===== config.mk =====
export PLATFORM = sky130hd
export DESIGN_NAME = note_player
export DESIGN_NICKNAME = d
export VERILOG_FILES = /design/src/rtl/note_player.sv
export SDC_FILE = /design/constraint.sdc
export NUM_CORES = 1
export LEC_CHECK = 0
export CORE_AREA = 2 2 101 64
export CTS_BUF_LIST = sky130_fd_sc_hd__clkbuf_2 sky130_fd_sc_hd__clkbuf_4 sky130_fd_sc_hd__clkbuf_8
export CTS_CLUSTER_SIZE = 14
export DETAILED_ROUTE_END_ITERATION = 10
export DIE_AREA = 0 0 103 66
export PLACE_DENSITY_LB_ADDON = 0.08
export SYNTH_ARGS = -nofsm -noshare
export SYNTH_HDL_FRONTEND = slang
export SYNTH_SLANG_ARGS = --single-unit
export TNS_END_PERCENT = 10

===== constraint.sdc =====
create_clock -name clk -period 2.85 [get_ports clk]
set_input_delay 0.57 -clock clk [delete_from_list [all_inputs] [get_ports clk]]
set_output_delay 0.57 -clock clk [all_outputs]
set_load 0.1 [all_outputs]

===== src/rtl/note_player.sv =====
// Note player: latches a note, counts its duration in beats and runs a
// phase accumulator whose MSB is a square wave at the note's pitch.
module note_player #(
  parameter int BEAT_BITS  = 6,
  parameter int PHASE_BITS = 20
) (
  input  logic                  clk,
  input  logic                  reset,
  input  logic                  play,
  input  logic                  new_note,
  input  logic [5:0]            note,
  input  logic [BEAT_BITS-1:0]  duration,
  input  logic                  beat,
  input  logic                  sample_tick,
  input  logic [PHASE_BITS-1:0] step,
  output logic                  note_done,
  output logic                  busy,
  output logic [5:0]            current_note,
  output logic [PHASE_BITS-1:0] phase,
  output logic                  square
);

  typedef enum logic [1:0] {
    IDLE    = 2'd0,
    PLAYING = 2'd1,
    PAUSED  = 2'd2,
    DONE    = 2'd3
  } state_e;

  state_e                state_q, state_d;
  logic [BEAT_BITS-1:0]  rem_q, rem_d;
  logic [5:0]            note_q, note_d;
  logic [PHASE_BITS-1:0] phase_q, phase_d;

  always_ff @(posedge clk or negedge reset) begin
    if (!reset) begin
      state_q <= IDLE;
      rem_q   <= '0;
      note_q  <= '0;
      phase_q <= '0;
    end else begin
      state_q <= state_d;
      rem_q   <= rem_d;
      note_q  <= note_d;
      phase_q <= phase_d;
    end
  end

  always_comb begin
    state_d = state_q;
    rem_d   = rem_q;
    note_d  = note_q;
    phase_d = phase_q;
    if (new_note) begin
      note_d  = note;
      rem_d   = duration;
      phase_d = '0;
      if (duration == '0)
        state_d = DONE;
      else if (play)
        state_d = PLAYING;
      else
        state_d = PAUSED;
    end else begin
      unique case (state_q)
        IDLE: state_d = IDLE;
        PLAYING: begin
          if (sample_tick && note_q != '0)
            phase_d = phase_q + step;
          if (!play) begin
            state_d = PAUSED;
          end else if (beat) begin
            // A count of 0 cannot occur here; treat it like the last beat.
            if (rem_q <= BEAT_BITS'(1)) begin
              rem_d   = '0;
              state_d = DONE;
            end else begin
              rem_d = rem_q - BEAT_BITS'(1);
            end
          end
        end
        PAUSED: begin
          if (play)
            state_d = PLAYING;
        end
        DONE: state_d = IDLE;
        default: state_d = IDLE;
      endcase
    end
  end

  assign note_done    = (state_q == DONE);
  assign busy         = (state_q == PLAYING) || (state_q == PAUSED);
  assign current_note = note_q;
  assign phase        = phase_q;
  assign square       = phase_q[PHASE_BITS-1];

endmodule

==> run metrics <==
status finished clean; flop2flop setup slack 0.43 ns; Syn-to-layout area delta 39.37%; Most Used Layer, Global Route met1; post-DP HPWL 5523 um; post-synthesis mux area share under 10%; Clock Skews 0.005977 ns; clock-pin slew on the worst setup and hold paths around 0.07 ns; Clk Tree Root Cell clkbuf_8; Final nets 447; Synth Area in Simple Gates 16.83%; leak pwr 1.678 nW; drc violations 0; Final Routed Wirelength 7145 um; IO buf count 66; Slew Limit Fails 0; reg-to-reg critical path endpoint phase[14]$_DFFE_PN0P_; PwrDens 702.2 mW/mm2; min-delay src phase[8]$_DFFE_PN0P_; post-synthesis xor/xnor area fraction 3.445%; r2r startpoint phase[0]$_DFFE_PN0P_; met2 usage 28.41%; post-route ant nets 0; vias in the first global route 2309; critical path's largest stage delay ~0.4 ns; initial DRC count roughly 120; Netlist Area Pre-Place between 0.002 and 0.003 mm2; clock buffer depth 2; dpl cells 460; actual slew at the worst max-slew pin between 0.6 and 0.7 ns; WP data required 3.02 ns; first-pass GRT wire length 11450 um; htree depth 2; flops & latches, synth 34; routing usage on met1 34.84%; Synth cell types 51; startpoint types primary input; Hold EP phase[8]$_DFFE_PN0P_; Storage cell area 853.3 um2; GRT Overall Usage a little over a fifth; Post-synth EDFFs 0; Crit-path slowest cell clkdlybuf4s50_1; drt pass-1 iters 4; Final WS setup between 0.1 and 0.15 ns; post-synthesis sequential area ratio about a third; yosys warns 0; Setup-failing EPs final 0; Post-synth ARST share 100.0%; Synth Flop Type dfrtp_1; vias per cell approximately 5.4; Avg Cell Area, Syn 8.890 um2; combinational family with the most area after synthesis compound AO/OA/AOI/OAI gates; io pins 67; largest net degree at the start of global routing 35; DP Worst Slack -0.2078 ns; cts hold-fix bufs 0; Max FO, Critical Path 3; Pwr Total 2.488 mW; f_max 368.4 MHz; Slew HR 56.58%; family with the most delay on the worst path compound AO/OA/AOI/OAI gates; Syn Inst Count 286; synth top area cells dfrtp_1, ha_1, o21ai_0; met3 Resource Use GR 4.968%; max_cap viols 0; # diodes 0; period utilisation layout 95.24%; Final Util about three fifths; CP Buf/Inv Count 1; die height roughly 66 um; CTS tree yes; adder-cell share of the synthesized area 12.60%; CP arrival 2.89 ns; min-delay worst type flop to flop; Compound-Gate Fraction of Synth Area around a quarter; Yosys top cell by area dfrtp_1; Net Count, Synth about 350; crit path launch step[0]; # fillers 579; effective utilization at floorplan around 43%; initial antenna violation count 0; Clk Latency, worst-skew pair 0.29 ns; R2R depth 8; CTS Buf Count 5; DR WL/cell ~15 um; layout cells sized above 1 20.78%; die area 0.006798 mm2; Critical Path, Cell by Cell clkdlybuf4s50_1, ha_1, fa_1, a21oi_1, o21ai_1, a31oi_1, nand2_1, a211o_2, a32o_1; Final Hold Viols 0; multi-input combinational cell area between 0.0015 and 0.002 mm2; number of clock sinks 34; core box area slightly below 0.006 mm2; routed vias 2512; minimum clock period 2.714 ns; Setup crit end kind flop; row cnt 22; CP Class primary input to flop; maximum vdd ir drop 0.0004765 V; Post-Layout Cell Count 469; worst hold stages 2; grt total ovfl 0; die width roughly 100 um; routability cong. roughly 0.86; Post-synth top cells dfrtp_1, nand2_1, o21ai_0, ha_1, a21oi_1; top cell type's share of synthesized area 33.46%
[registers in the layout, summed over array words and instances (netlist names)]
name,flops
rem_q,6
state_q,2
phase,20
current_note,6
[metrics by stage]
step / setup TNS [ns] / hold WS, ns / area (um2)
2_1_floorplan: 0 / 0.2744 / 2545
3_3_place_gp: -0.6573 / 0.4953 / 3441
3_5_place_dp: -0.7483 / 0.5025 / 3441
4_1_cts: 0 / 0.5179 / 3536
5_1_grt: -0.009547 / 0.5522 / 3543
6_report: 0 / 0.5159 / 3543
[report_power, final]
part / internal, mW / leakage (nW) / switching (mW)
clock network: 0.205 / 0.0517 / 0.191
registers: 0.563 / 0.436 / 0.0819
logic: 0.471 / 1.19 / 0.977
total: 1.24 / 1.68 / 1.25
[timing repair]
action                                  4_1_cts  5_1_grt
endpoints found under the setup margin        0        3
gates resized for setup                       0        1
setup buffers                                 0        1
[worst max-delay path by stage]
stage	to	slack, ns	cells past startpoint
after floorplan	phase[14]$_DFFE_PN0P_	0.02	8
after global placement	phase[18]$_DFFE_PN0P_	-0.19	9
after detailed placement	phase[18]$_DFFE_PN0P_	-0.21	9
after CTS	phase[18]$_DFFE_PN0P_	0.09	9
after global routing	phase[18]$_DFFE_PN0P_	-0.01	9
final	phase[14]$_DFFE_PN0P_	0.14	9
[worst reg2reg max path, stage by stage (launching register included)]
cell and delay (ns):
dfrtp_1 0.40, ha_1 0.22, fa_1 0.39, a21oi_1 0.20, o21ai_1 0.14, a31oi_1 0.24, nand2_1 0.14, a211o_2 0.31
a32o_1 0.25
[layout make-up]
class                   count  share of cell area, %
multi-input cells         231                  45.30
flip-flops and latches     34                  24.08
repair buffers             99                  23.59
well taps                  84                  2.966
clock buffers               7                  2.542
inverters                  13                  1.377
clock inverters             1                 0.1412
[per-layer routing]
layer / part of all wire (%) / vias to the layer above
met5: 0 / -
met4: 0.59 / 0
met3: 5.9 / 5
met2: 39 / 55
met1: 54 / 1178
li1: - / 1274
[placed cells by master (no fill, tap or decap), types with 5 or more instances in the layout]
master / count
nor3_1: 6
a32o_1: 6
mux2_2: 6
o21ai_0: 31
ha_1: 24
clkbuf_8: 6
buf_4: 62
a21oi_1: 18
nor2b_1: 5
a21o_1: 7
dfrtp_1: 32
a22oi_1: 8
nand2_1: 34
clkdlybuf4s50_1: 37
nor2_1: 10
or3_1: 6
inv_1: 13
xnor2_1: 7
[cell families after synthesis]
| logic type | Yosys count |
|---|---|
| flops | 34 |
| simple gates | 86 |
| xor+xnor | 10 |
| mux | 9 |
| compound gates | 101 |
| buf+inv | 21 |
| fa+ha+maj | 25 |
No activity file was read; power rests on OpenSTA's default activity.
==> RTL edit: new RTL, same flow settings <==
Register the input `step` before use. The logic sees it one clock later. The other inputs are not delayed to match.
--- a/src/rtl/note_player.sv
+++ b/src/rtl/note_player.sv
@@ -27,4 +27,10 @@
     DONE    = 2'd3
   } state_e;
+
+  logic [PHASE_BITS-1:0] step_q;
+
+  always_ff @(posedge clk) begin
+    step_q <= step;
+  end
 
   state_e                state_q, state_d;
@@ -67,5 +73,5 @@
         PLAYING: begin
           if (sample_tick && note_q != '0)
-            phase_d = phase_q + step;
+            phase_d = phase_q + step_q;
           if (!play) begin
             state_d = PAUSED;
Function: changed (a bounded check fails within 4 cycles, from zero or initial values and one cycle with reset low).
==> RTL edit against the original RTL <==
  * Cell area is 7.0% higher
  * Power down 0.70%
  * Synthesized area grew 19%
  * Worst setup slack gained 140 ps
  * Synthesized cell count is 10% higher
  * Sequential cell count grew 20
  * Sequential share of layout area is 9.0 points higher
  * Routed wire length up 3.5%
  * Clock power up 12%
==> RTL edit: results <==
group,metric,value,unit
synthesis,synth_enable_flop_cells,0,
placement,port-buffer-count,66,
setup_path,r2r-end,"phase[16]",
cells_and_area,final.signal_buffer_count,73,
synthesis,synth_top_cells_by_count,"sky130_fd_sc_hd__dfrtp_1, sky130_fd_sc_hd__a21oi_1, sky130_fd_sc_hd__nand2_1",
cells_and_area,fraction_of_cell_area_in_non_clock_buffers,16.90,%
detailed_routing,drt_pass1_iterations,4,
cells_and_area,clockNetworkAreaShare,2.508,%
sta,timing.final.crit_period,2577,ps
synthesis,asyncSetResetFlopFracSynth,62.96,%
cells_and_area,final.clkbuf_count,6,
placement,place.detailed.hpwl,5.473,mm
cells_and_area,multi_input_cells,237,
sta,clock-skew-final,8.993,ps
clock_tree,number_of_buffers_inserted_during_clock_tree_synthesis,5,
placement,place_worst_setup_slack,307.7,ps
global_route,grt.total_usage,22.76,%
placement,place_area,0.003696,mm²
setup_path,reg_to_reg_setup_timing_slack,270,ps
detailed_routing,first_drt_iteration_drcs,161,
synthesis,synth.lib_cells_used.distinct,52,
synthesis,total_number_of_yosys_warnings,0,
cells_and_area,layout.sequential_cells,54,
placement,place_congestion,0.9045,
synthesis,synth_fp_nets,379,
cells_and_area,multi_input_area_share,43.60,%
cells_and_area,non_clock_inverter_count,12,
global_route,first_global_vias,2452,
clock_tree,clock_insertion_delay_worst_skew,310,ps
cells_and_area,fill_cells,530,
clock_tree,max-clock-path-buffers,2,
cells_and_area,layout.nets,446,
cells_and_area,multi_input_area,0.001653,mm²
cells_and_area,final_cell_count_no_fill,468,
global_route,global_route_wire_length_before_repair,12.04,mm
synthesis,ys_seq_area_share,41.46,%
global_route,grt_start_max_net_pins,35,
setup_path,critPathTopFamily,"compound AO/OA/AOI/OAI gates",
setup_path,worst_setup_path_type,"flop to flop",
min_path,worstHoldEndpoint,"phase[7]",
pwr,leakage,1.777,nW
cells_and_area,post_route_cells_drive_above_1_share,14.84,%
setup_path,worst_path_max_delay_cell,"sky130_fd_sc_hd__dfrtp_2",
cells_and_area,register_area,0.001252,mm²
placement,dp.cells,460,
clock_tree,maximum_level_of_the_cts_h_tree,2,
detailed_routing,count_of_vias_placed_by_the_detailed_router,2719,
min_path,timing.hold.worst.start,"phase[7]",
synthesis,biggest_area_contributors_in_the_synthesized_netlist,"sky130_fd_sc_hd__dfrtp_1, sky130_fd_sc_hd__dfxtp_1, sky130_fd_sc_hd__ha_1, sky130_fd_sc_hd__a21oi_1, sky130_fd_sc_hd__nand2_1",
sta,timing.max_slew.rel_slack,68.29,%
pwr,ir_worst_vdd,0.3335,mV
setup_path,timing.critical_path.slowest_cell_delay,430,ps
detailed_routing,routedWlPerCell,15.80,µm
clock_tree,path_clk_slew,100,ps
sta,holdWs,557.1,ps
run_status,run_status,"complete, no violations",
synthesis,netlist_instances,316,
-- RTL edit: kinds of logic (layout without fill, tap and decap cells) --
group	Yosys count	after routing	share of synthesized area, %
and+or+nand+nor	99	99	16.21
AOI/OAI and AO/OA	93	93	21.43
DFF	54	54	41.46
adders and majority gates	25	25	10.61
buffers and inverters	25	93	3.772
xor gates and xnor gates	10	10	2.902
muxes	10	10	3.607
-- RTL edit: where the power goes --
group | switching, mW | total, mW | internal (mW) | leakage (nW)
clock | 0.250 | 0.445 | 0.196 | 0.0472
sequential | 0.0780 | 0.921 | 0.843 | 0.603
combinational | 0.777 | 1.10 | 0.327 | 1.13
total | 1.10 | 2.47 | 1.37 | 1.78
-- RTL edit: per-layer routing --
metal	vias up	global-route usage [%]	part of all wire, %
met3	7	4.651	7.6
met5	-	0	0
met2	105	32.06	40
met1	1293	35.73	52
met4	0	4.441	0.66
li1	1314	-	-
